==> config.mk <==
export PLATFORM = sky130hd
export DESIGN_NAME = fsm_code_monitor
export DESIGN_NICKNAME = d
export VERILOG_FILES = /design/src/rtl/fsm_codes_pkg.sv /design/src/rtl/fsm_trans_check.sv /design/src/rtl/fsm_code_monitor.sv
export SDC_FILE = /design/constraint.sdc
export NUM_CORES = 1
export LEC_CHECK = 0
export ABC_AREA = 1
export ABC_CLOCK_PERIOD_IN_PS = 1800
export BUFFER_PORTS_ARGS = -buffer_cell sky130_fd_sc_hd__buf_2
export CORE_MARGIN = 2
export CORE_UTILIZATION = 30
export DETAILED_ROUTE_END_ITERATION = 6
export PLACE_DENSITY_LB_ADDON = 0.08
export SYNTH_ARGS = -nofsm -noshare
export SYNTH_HDL_FRONTEND = slang
export SYNTH_SLANG_ARGS = --single-unit
==> constraint.sdc <==
create_clock -name clk -period 1.8 [get_ports clk]
set_clock_uncertainty 0.2 [all_clocks]
set_input_delay 0.09 -clock clk [delete_from_list [all_inputs] [get_ports clk]]
set_output_delay 0.09 -clock clk [all_outputs]
set_load 0.02 [all_outputs]
==> src/rtl/fsm_codes_pkg.sv <==
// Shared encodings for the sequencer state-code interface and its monitor.
package fsm_codes_pkg;

  localparam int unsigned CODE_W = 2;

  localparam logic [CODE_W-1:0] CODE_INV = 2'b00;
  localparam logic [CODE_W-1:0] CODE_S0  = 2'b01;
  localparam logic [CODE_W-1:0] CODE_S1  = 2'b10;
  localparam logic [CODE_W-1:0] CODE_S2  = 2'b11;

  typedef enum logic [1:0] {
    ERR_NONE  = 2'b00,
    ERR_CODE  = 2'b01,
    ERR_TRANS = 2'b10
  } err_t;

  typedef enum logic [1:0] {
    HUNT   = 2'b00,
    LOCKED = 2'b01,
    FAULT  = 2'b10
  } mon_state_t;

endpackage

==> src/rtl/fsm_trans_check.sv <==
// Combinational classifier of one code pair against the sequencer's transition graph.
module fsm_trans_check
  import fsm_codes_pkg::*;
(
  input  logic [CODE_W-1:0] prev_code,
  input  logic [CODE_W-1:0] code,
  output logic              legal,
  output logic              in_bit,
  output logic              in_known,
  output logic              is_loop,
  output err_t              err_kind
);

  always_comb begin
    legal    = 1'b0;
    in_bit   = 1'b0;
    in_known = 1'b0;
    is_loop  = 1'b0;
    err_kind = ERR_NONE;

    case ({prev_code, code})
      {CODE_S0, CODE_S1}: legal = 1'b1;
      {CODE_S1, CODE_S1}: begin legal = 1'b1; in_known = 1'b1; in_bit = 1'b0; end
      {CODE_S1, CODE_S2}: begin legal = 1'b1; in_known = 1'b1; in_bit = 1'b1; end
      {CODE_S2, CODE_S2}: begin legal = 1'b1; in_known = 1'b1; in_bit = 1'b0; end
      {CODE_S2, CODE_S0}: begin legal = 1'b1; in_known = 1'b1; in_bit = 1'b1; is_loop = 1'b1; end
      default: ;
    endcase

    // An invalid code takes precedence over the transition verdict.
    if (code == CODE_INV) begin
      legal    = 1'b0;
      in_known = 1'b0;
      is_loop  = 1'b0;
      err_kind = ERR_CODE;
    end else if (!legal) begin
      err_kind = ERR_TRANS;
    end
  end

endmodule

==> src/rtl/fsm_code_monitor.sv <==
// Monitors the sequencer state-code stream: lock tracking, error capture,
// input-bit recovery and loop counting.
module fsm_code_monitor
  import fsm_codes_pkg::*;
#(
  parameter int unsigned CNT_W    = 8,
  parameter int unsigned LOCK_LEN = 2
) (
  input  logic              clk,
  input  logic              clr,
  input  logic              code_vld,
  input  logic [CODE_W-1:0] code,
  input  logic              err_clr,
  output logic              locked,
  output logic              in_rec,
  output logic              in_rec_vld,
  output logic              err_pulse,
  output logic              err_flag,
  output logic [1:0]        err_type,
  output logic [CNT_W-1:0]  loop_cnt,
  output logic [CODE_W-1:0] cur_code
);

  localparam int unsigned LCNT_W = 4;

  mon_state_t        state_q, state_d, state_eff;
  logic [LCNT_W-1:0] lock_cnt_q, lock_cnt_d, lock_next;
  logic [CODE_W-1:0] prev_code_q, prev_code_d;
  logic              prev_vld_q, prev_vld_d;

  logic              locked_d, in_rec_d, in_rec_vld_d, err_pulse_d, err_flag_d;
  logic [1:0]        err_type_d;
  logic [CNT_W-1:0]  loop_cnt_d;
  logic [CODE_W-1:0] cur_code_d;

  logic legal, in_bit, in_known, is_loop;
  err_t err_kind;

  fsm_trans_check u_check (
    .prev_code (prev_code_q),
    .code      (code),
    .legal     (legal),
    .in_bit    (in_bit),
    .in_known  (in_known),
    .is_loop   (is_loop),
    .err_kind  (err_kind)
  );

  always_ff @(posedge clk) begin
    if (clr) begin
      state_q     <= HUNT;
      lock_cnt_q  <= '0;
      prev_code_q <= CODE_INV;
      prev_vld_q  <= 1'b0;
      locked      <= 1'b0;
      in_rec      <= 1'b0;
      in_rec_vld  <= 1'b0;
      err_pulse   <= 1'b0;
      err_flag    <= 1'b0;
      err_type    <= ERR_NONE;
      loop_cnt    <= '0;
      cur_code    <= CODE_INV;
    end else begin
      state_q     <= state_d;
      lock_cnt_q  <= lock_cnt_d;
      prev_code_q <= prev_code_d;
      prev_vld_q  <= prev_vld_d;
      locked      <= locked_d;
      in_rec      <= in_rec_d;
      in_rec_vld  <= in_rec_vld_d;
      err_pulse   <= err_pulse_d;
      err_flag    <= err_flag_d;
      err_type    <= err_type_d;
      loop_cnt    <= loop_cnt_d;
      cur_code    <= cur_code_d;
    end
  end

  always_comb begin
    state_eff    = state_q;
    lock_cnt_d   = lock_cnt_q;
    prev_code_d  = prev_code_q;
    prev_vld_d   = prev_vld_q;
    in_rec_d     = in_rec;
    in_rec_vld_d = 1'b0;
    err_pulse_d  = 1'b0;
    err_flag_d   = err_flag;
    err_type_d   = err_type;
    loop_cnt_d   = loop_cnt;
    cur_code_d   = cur_code;
    lock_next    = '0;

    // A clear leaving FAULT takes effect before this cycle's sample is judged.
    if (err_clr) begin
      err_flag_d = 1'b0;
      if (state_q == FAULT) begin
        state_eff  = HUNT;
        lock_cnt_d = '0;
      end
    end
    state_d = state_eff;

    if (code_vld) begin
      cur_code_d = code;
      if (!prev_vld_q) begin
        prev_code_d = code;
        prev_vld_d  = (code != CODE_INV);
      end else begin
        if (err_kind == ERR_CODE) prev_vld_d = 1'b0;
        else                      prev_code_d = code;

        if (legal && in_known) begin
          in_rec_vld_d = 1'b1;
          in_rec_d     = in_bit;
        end

        lock_next = lock_cnt_d + LCNT_W'(1);
        case (state_eff)
          HUNT: begin
            if (!legal) begin
              lock_cnt_d = '0;
            end else if (lock_next == LCNT_W'(LOCK_LEN)) begin
              state_d    = LOCKED;
              lock_cnt_d = '0;
            end else begin
              lock_cnt_d = lock_next;
            end
          end
          LOCKED: begin
            if (!legal) begin
              state_d     = FAULT;
              err_pulse_d = 1'b1;
              err_flag_d  = 1'b1;
              err_type_d  = err_kind;
            end else if (is_loop && (loop_cnt != {CNT_W{1'b1}})) begin
              loop_cnt_d = loop_cnt + CNT_W'(1);
            end
          end
          default: ;
        endcase
      end
    end

    locked_d = (state_d == LOCKED);
  end

endmodule

==> impl_metrics.tcl, run 1 <==
set metrics [dict create \
    timing.fmax_mhz 617 \
    cp_slowest_cell "dfxtp_2" \
    timing.critical_path.mode_cell "nand2_1" \
    crit_fanout 7 \
    ir_worst_vdd_uv 291 \
    p_leak_nw 0.733 \
    place_congestion 0.781 \
    drtAntennaViolNets 0 \
    synth_seq_cells 26 \
    drt_wl_total_um 2830 \
    cp-start-kind "flip-flop" \
    tightest_slew_ns 0.337 \
    setup-violations-final 0 \
    overflow 0 \
    critical_path_class "flip-flop to flip-flop" \
    drv_slew 0 \
    htreeDepth 1 \
    grtUsageTotal_pct 11.9 \
    synth_edf_count 0 \
    numCtsBuffers 3 \
    synth_common_cells "nand2_1, dfxtp_1, inv_1" \
    cts_sinks 26 \
    postSynthCellCount 180 \
    fin_total_pwr_mw 1.04 \
    vias 1176 \
    crit_chain "inv_4 -> nand3_4 -> nand2_2 -> inv_2 -> ha_4 -> nand2_1 -> nand2_2 -> nor2_2 -> nand3_1 -> nand2_1 -> nand2_1 -> nor2_1" \
    synth_top_flop_cell "dfxtp_1" \
    cts-root-buf "clkbuf_8" \
    final_cell_area_sq_mm 0.00159 \
    fin_nets 220 \
    drt-pass1-iter-count 4 \
    seq_area_frac_synth_pct 40.9 \
    critical_path.top_delay_family "simple AND/OR/NAND/NOR gates" \
    maxCapViolCount 0 \
    design.die.area_sq_mm 0.00477 \
    post_cts.repair.setup_buffers 0 \
    n_antenna_cell 0 \
    synth_top_cell_by_area "dfxtp_1" \
    worstPathArrival_ns 1.63 \
    path_buf_inv 2 \
    hold_violations 0 \
    clock_latency_ns 0.27 \
    numPlacedInstances 252 \
    tritoncts "done" \
    syn_avg_cell_area_sq_um 7.06 \
    fillers 449 \
    wl_per_cell_um 10.9 \
    synthTopCellsByArea "dfxtp_1, nand2_1, inv_1" \
    fin_crit_ns 1.62 \
    fin_tns_setup_ns 0 \
    synth_cell_types 26 \
    drive_gt1_share_pct 25.2 \
    hp-class "input pin to flip-flop" \
    async_flop_share_pct 0 \
    max_slew_margin_pct 77.4 \
    holdWs_ns 0.0847 \
    instances_no_fill 260 \
    syn-cell-area_sq_mm 0.00127 \
    cpPeakStageDelay_ns 0.34 \
    dpl_worst_slack_ns 0.133 \
    clk_pin_slew_ns 0.09 \
    io_pins 23 \
    yosys_warnings 0 \
    power_density_mw_per_mm2 654 \
    die_y_um 69.1 \
    core_area_sq_mm 0.00403 \
    rsz0062_at_grt "no" \
    post-route-period-util_pct 90.1 \
    area_delta_synth_final_pct 25.1 \
    initial_utilization_pct 31.6 \
    dp_hpwl_um 2160 \
    synthMostInstantiatedCell "nand2_1" \
    synth_top_area_share_pct 40.9 \
    clk_path_buf_depth 2 \
    grt_pass1_vias 1081 \
    antenna_found_initial 0 \
    status "completed" \
    grt_start_max_net_pins 15 \
    syn_nets 189 \
    viasPerCell 4.52 \
    place_area_sq_mm 0.00145 \
    fin_ws_ns 0.179 \
    portBuffers 22 \
    crit_required_ns 1.81 \
    post-route-util_pct 39.5 \
    drc 0 \
    rows 23 \
    grt_pass1_wl_um 4730 \
    worst_setup_path_end_kind "flip-flop" \
    die_w_um 69.1 \
    drt_iter0_markers 28 \
]
## per-layer routing
metal  global-route usage (%)  up-vias  share of wire [%]
met1                     16.4      529                 50
li1                         -      631                  -
met4                     3.27        0               0.85
met3                     2.19        2                2.2
met2                     19.0       14                 47
met5                        0        -                  0
## sequential cells by signal, indices dropped and copies added (netlist names)
| register | cells |
|---|---|
| loop_cnt | 8 |
| lock_cnt_q | 4 |
| cur_code | 2 |
| err_type | 2 |
| prev_code_q | 2 |
| state_q | 2 |
| err_flag | 1 |
| err_pulse | 1 |
| in_rec | 1 |
| in_rec_vld | 1 |
| locked | 1 |
| prev_vld_q | 1 |
## report_power, final
group,leakage (nW),total (mW),internal [mW],switching (mW)
Clock,0.0288,0.380,0.195,0.185
Sequential,0.211,0.589,0.582,0.00629
Combinational,0.493,0.0709,0.0263,0.0446
## worst paths after layout
| kind | startpoint | end | slack (ns) | cells after the start |
|---|---|---|---|---|
| worst max register to register | state_q[0] | locked | 0.18 | 12 |
| worst max-delay path | state_q[0] | locked | 0.18 | 12 |
| worst min-delay path | err_clr | err_flag | 0.08 | 4 |
| worst min register to register | err_flag | err_flag | 0.26 | 2 |
## layout by cell type (no fill, tap or decap), types with 2 or more instances in the layout
master         netlist  final
ha_1                 3      2
nor3_1               3      3
o21ai_0              4      4
clkbuf_8             0      4
o21ai_1              2      2
nor2_2               5      5
dlygate4sd3_1        0      4
a21oi_1             17     17
nand2_2              5      7
nand2_1             44     41
dfxtp_1             26     25
nand3_1              9      9
nor2_1              13     13
xor2_1               3      3
nand4_1              4      4
buf_4                0      2
buf_2                0     21
inv_1               25     23
inv_2                4      5
## kinds of logic (layout without fill, tap and decap cells)
group	Yosys count	count (layout)	share of synthesized area [%]
xor gates and xnor gates	4	4	2.76
adders and majority gates	3	3	2.95
DFF	26	26	40.9
and+or+nand+nor	86	86	31.0
AOI/OAI and AO/OA	29	29	12.8
buffers and inverters	32	62	9.55
## repair_timing
action / in CTS / in global routing
endpoints found under the hold margin: 14 / 0
setup endpoints to repair: 0 / 3
gates resized for setup: 0 / 12
hold buffers: 5 / 0
## worst register-to-register path: stages (launching register included)
cell	delay, ns
dfxtp_2	0.34
inv_4	0.09
nand3_4	0.10
nand2_2	0.09
inv_2	0.05
ha_4	0.15
nand2_1	0.07
nand2_2	0.06
nor2_2	0.12
nand3_1	0.08
nand2_1	0.07
nand2_1	0.06
nor2_1	0.11
## layout make-up
cell class / instances / area (sq um) / share of cell area, %
tap: 50 / 62.6 / 3.93
multi-input combinational: 122 / 662 / 41.6
inverter: 30 / 116 / 7.32
clock buffer: 4 / 55.1 / 3.46
timing repair buffer: 28 / 173 / 10.9
sequential: 26 / 522 / 32.8
(Power assumes the default switching activity.)
==> run 2, diff against run 1 <==
- ABC_AREA: 1 -> not set
- CORE_UTILIZATION: 30 -> 50
==> impl_metrics.tcl, run 2 <==
set metrics [dict create \
    status "finished with violations" \
    violations "setup timing" \
    drt_wl_total_um 3480 \
    fin_ws_ns -0.0146 \
    critical_path_class "flip-flop to flip-flop" \
    crit_fanout 5 \
    dp_hpwl_um 2250 \
    ir_worst_vdd_uv 582 \
    die_y_um 55.0 \
    dpl_worst_slack_ns -0.0859 \
    area_delta_synth_final_pct 39.1 \
    crit_chain "nand4b_4 -> buf_6 -> a311o_1 -> or4_1 -> a21oi_1" \
    largest_register "loop_cnt" \
    yosys_warnings 0 \
    grt_pass1_vias 1264 \
    synthTopCellsByArea "dfxtp_1, a21oi_1, nand2_1" \
    maxCapViolCount 0 \
    n_antenna_cell 0 \
    synth_top_cell_by_area "dfxtp_1" \
    drtAntennaViolNets 0 \
    numCtsBuffers 3 \
    setup-violations-final 1 \
    fin_nets 205 \
    overflow 0 \
    drive_gt1_share_pct 41.0 \
    drt-pass1-iter-count 4 \
    clk_pin_slew_ns 0.13 \
    cp-start-kind "flip-flop" \
    portBuffers 22 \
    drc 0 \
    post-route-period-util_pct 101 \
    top_regs "loop_cnt (8), lock_cnt_q (4)" \
    crit_required_ns 1.85 \
    p_leak_nw 0.747 \
    synth_top_flop_cell "dfxtp_1" \
    cts_sinks 26 \
    rows 18 \
    rsz0062_at_grt "yes" \
    syn_nets 157 \
    tightest_slew_ns 0.350 \
    syn-cell-area_sq_mm 0.00130 \
    fin_tns_setup_ns -0.0146 \
    synth_top_area_share_pct 40.0 \
    postSynthCellCount 148 \
    path_buf_inv 1 \
    mostFrequentLayoutCells "buf_2, buf_4, a21oi_1, dfxtp_1, nand2_1" \
    syn_avg_cell_area_sq_um 8.79 \
    viasPerCell 5.82 \
    hp-class "input pin to flip-flop" \
    worstPathArrival_ns 1.87 \
    synth_common_cells "dfxtp_1, a21oi_1, nand2_1" \
    core_area_sq_mm 0.00248 \
    cts-root-buf "clkbuf_4" \
    synth_seq_cells 26 \
    design.die.area_sq_mm 0.00303 \
    cp_slowest_cell "or4_1" \
    grtUsageTotal_pct 25.1 \
    grt_start_max_net_pins 22 \
    place_congestion 0.868 \
    tritoncts "done" \
    drv_slew 0 \
    seq_area_frac_synth_pct 40.0 \
    timing.fmax_mhz 551 \
    io_pins 23 \
    clock_latency_ns 0.31 \
    hold_violations 0 \
    max_slew_margin_pct 76.5 \
    initial_utilization_pct 52.5 \
    clk_path_buf_depth 2 \
    fin_crit_ns 1.81 \
    drt_iter0_markers 24 \
    wl_per_cell_um 15.5 \
    grt_pass1_wl_um 5380 \
    layout_commonest_cell "buf_2" \
    largest_reg_flops 8 \
    die_w_um 55.0 \
    async_flop_share_pct 0 \
    critical_path.top_delay_family "simple AND/OR/NAND/NOR gates" \
    synth_cell_types 43 \
    cpPeakStageDelay_ns 0.43 \
    htreeDepth 1 \
    synth_edf_count 0 \
    worst_setup_path_end_kind "flip-flop" \
    synthMostInstantiatedCell "dfxtp_1" \
    power_density_mw_per_mm2 546 \
    vias 1309 \
    antenna_found_initial 0 \
]
[run 2: worst reg2reg max path: cells and delay by family, from the launching register on]
kind                   cells  cell delay (ns)
AO/OA/AOI/OAI              2             0.47
buffers and inverters      1             0.13
flip-flops                 1             0.36
AND/OR/NAND/NOR            2             0.60
[run 2: metal layers]
metal	up-vias	wire [um]	share of wire, %	GRT usage [%]
li1	639	-	-	-
met1	631	1540	44	29.9
met2	33	1800	52	45.8
met3	6	104	3.0	2.42
met4	0	44	1.3	10.2
met5	-	0	0	0
[run 2: kinds of logic (layout without fill, tap and decap cells)]
| kind of cell | after synthesis | in the layout | synth area share, % |
|---|---|---|---|
| DFF | 26 | 26 | 40.0 |
| adders and majority gates | 3 | 3 | 2.88 |
| AOI/OAI and AO/OA | 41 | 41 | 20.0 |
| muxes | 2 | 2 | 1.63 |
| xor gates and xnor gates | 3 | 3 | 2.02 |
| and+or+nand+nor | 60 | 60 | 28.2 |
| buffers and inverters | 13 | 60 | 5.29 |
[run 2: through the flow]
stage	power (mW)	area [sq um]	util [%]	cells	hold WS [ns]
6_report	0.988	1810	73.1	225	0.0519
5_1_grt	1.02	1810	73.1	225	0.0436
4_1_cts	0.989	1720	69.5	223	0.00144
3_5_place_dp	0.689	1560	62.9	208	0.223
3_3_place_gp	0.686	1560	62.9	208	0.214
2_1_floorplan	0.654	1350	-	148	0.0718
[run 2: repair_timing]
| action | in CTS | in global routing |
|---|---|---|
| hold endpoints to repair | 17 | 0 |
| hold buffers | 6 | 0 |
| setup endpoints to repair | 9 | 14 |
| setup buffers | 5 | 2 |
| pin swaps | 3 | 14 |
| resized for setup | 11 | 17 |
[run 2: cell type report]
class	instances	area, sq um
inverters	5	18.8
clock buffers	4	36.3
multi-input cells	109	810
repair buffers	51	358
flip-flops and latches	26	551
fillers	200	667
well taps	30	37.5
[run 2: report_power, final]
part / leakage (nW) / switching [mW] / internal, mW / total [mW]
Sequential: 0.218 / 0.00742 / 0.576 / 0.583
Clock: 0.0210 / 0.165 / 0.124 / 0.289
Combinational: 0.508 / 0.0619 / 0.0546 / 0.117
[run 2: worst paths after layout]
| kind | start | to | cells past startpoint | slack (ns) |
|---|---|---|---|---|
| min | code[1] | err_type[0] | 3 | 0.05 |
| max reg2reg | state_q[1] | loop_cnt[5] | 5 | -0.01 |
| max | state_q[1] | loop_cnt[5] | 5 | -0.01 |
| min reg2reg | err_flag | err_flag | 2 | 0.29 |
==> run 3, diff against run 2 <==
- CORE_MARGIN: 2 -> 10
- CORE_UTILIZATION: 50 -> 54
- SLEW_MARGIN: not set -> 20
==> impl_metrics.tcl, run 3 (synthesis gave the netlist of run 2 again) <==
set metrics [dict create \
    ir_worst_vdd_uv 390 \
    area_delta_synth_final_pct 35.8 \
    fin_total_pwr_mw 1.04 \
    max_slew_margin_pct 73.2 \
    drt_wl_total_um 3450 \
    hold_violations 0 \
    design.die.area_sq_mm 0.00477 \
    timing.fmax_mhz 535 \
    vias 1282 \
    io_pins 23 \
    cp_slowest_cell "or4_1" \
    die_w_um 69.1 \
    p_leak_nw 0.734 \
    multiInputGateArea_sq_um 786 \
    antenna_found_initial 0 \
    power_frac_seq_pct 56.3 \
    grt_pass1_vias 1295 \
    cpPeakStageDelay_ns 0.50 \
    rsz0062_at_grt "yes" \
    maxCapViolCount 0 \
    fin_nets 203 \
    grtUsageTotal_pct 13.7 \
    drtAntennaViolNets 0 \
    seq_area_sq_um 542 \
    cp-start-kind "flip-flop" \
    tightest_slew_ns 0.397 \
    reg2regPathDepth 5 \
    viasPerCell 5.80 \
    top_regs "loop_cnt (8), lock_cnt_q (4)" \
    status "finished with violations" \
    wl_per_cell_um 15.6 \
    worst_setup_path_end_kind "flip-flop" \
    hold_path_depth 3 \
    htreeDepth 1 \
    worstPathArrival_ns 1.93 \
    use_met1_pct 16.7 \
    fin_ws_ns -0.0701 \
    globalRouteMet2Util_pct 23.2 \
    met3_usage_pct 2.85 \
    grt_pass1_wl_um 5800 \
    rows 17 \
    portBuffers 22 \
    n_antenna_cell 0 \
    drt_iter0_markers 142 \
    p_comb_share_pct 10.3 \
    p_switching_mw 0.242 \
    clk_path_buf_depth 2 \
    drive_gt1_share_pct 37.8 \
    clock_latency_ns 0.32 \
    layout_commonest_cell "buf_2" \
    drt-pass1-iter-count 4 \
    p_clk_share_pct 33.4 \
    drc 0 \
    violations "setup timing" \
    fin_tns_setup_ns -0.204 \
    setup-violations-final 5 \
    clk_pin_slew_ns 0.15 \
    largest_register "loop_cnt" \
    post-route-util_pct 78.4 \
    post-route-period-util_pct 104 \
    sw_frac_of_total_pct 23.3 \
    mostFrequentLayoutCells "buf_2, buf_4, a21oi_1, dfxtp_1, nand2_1" \
    fin_crit_ns 1.87 \
    cts_sinks 26 \
    die_y_um 69.1 \
    place_congestion 0.835 \
    crit_required_ns 1.86 \
    largest_reg_flops 8 \
    crit_chain "buf_6 -> nand4b_4 -> or3_4 -> or4_1 -> a21oi_1" \
    numPlacedInstances 209 \
    cts-root-buf "clkbuf_4" \
    grt_start_max_net_pins 22 \
    drv_slew 0 \
    critical_path_class "flip-flop to flip-flop" \
    dp_hpwl_um 2450 \
    holdWs_ns 0.0304 \
    overflow 0 \
    tritoncts "done" \
    p_int_mw 0.798 \
    core_area_sq_mm 0.00225 \
    fillers 153 \
    initial_utilization_pct 57.7 \
    grt_most_used_layer "met2" \
    power_density_mw_per_mm2 589 \
    crit_fanout 4 \
    numCtsBuffers 3 \
    instances_no_fill 221 \
    hp-class "input pin to flip-flop" \
]
run 3: per-stage QoR:
step	worst slack (ns)	instance area, sq um
3_5_place_dp	-0.117	1580
4_1_cts	-0.0505	1730
6_report	-0.0701	1770
2_1_floorplan	0.00294	1350
5_1_grt	-0.162	1770
3_3_place_gp	-0.0591	1580
run 3: cell type report:
class | count | share of cell area [%]
multi-input cells | 109 | 44.5
flip-flops and latches | 26 | 30.7
repair buffers | 49 | 19.1
clock buffers | 4 | 2.69
well taps | 28 | 1.98
inverters | 5 | 1.06
run 3: critical path: cells and delay by family, from the launching register on:
kind | cells | cell delay (ns)
AND/OR/NAND/NOR | 3 | 0.99
buffers and inverters | 1 | 0.10
AO/OA/AOI/OAI | 1 | 0.14
flip-flops | 1 | 0.38
run 3: per-layer routing:
layer,vias to the layer above,wire [um]
li1,635,-
met1,615,1560
met2,28,1730
met3,4,137
met4,0,25
met5,-,0
run 3: what timing repair did:
action	in CTS	in global routing
setup buffers	1	0
gates resized for setup	8	9
hold buffers	7	0
pin swaps	5	11
endpoints found under the setup margin	9	13
endpoints found under the hold margin	23	0
run 3: path summary, 6_finish.rpt:
check	start	endpoint	slack (ns)
setup / recovery	state_q[0]	loop_cnt[6]	-0.07
hold / removal	code[1]	err_type[0]	0.03
setup reg to reg	state_q[0]	loop_cnt[6]	-0.07
hold reg to reg	err_flag	err_flag	0.28
run 3: power groups by stage:
| stage | logic, mW | clock network, mW | registers [mW] |
|---|---|---|---|
| 2_1_floorplan | 0.0529 | 0 | 0.601 |
| 3_3_place_gp | 0.0877 | 0 | 0.598 |
| 3_5_place_dp | 0.0900 | 0 | 0.598 |
| 4_1_cts | 0.103 | 0.353 | 0.586 |
| 5_1_grt | 0.117 | 0.384 | 0.587 |
| 6_report | 0.107 | 0.347 | 0.586 |
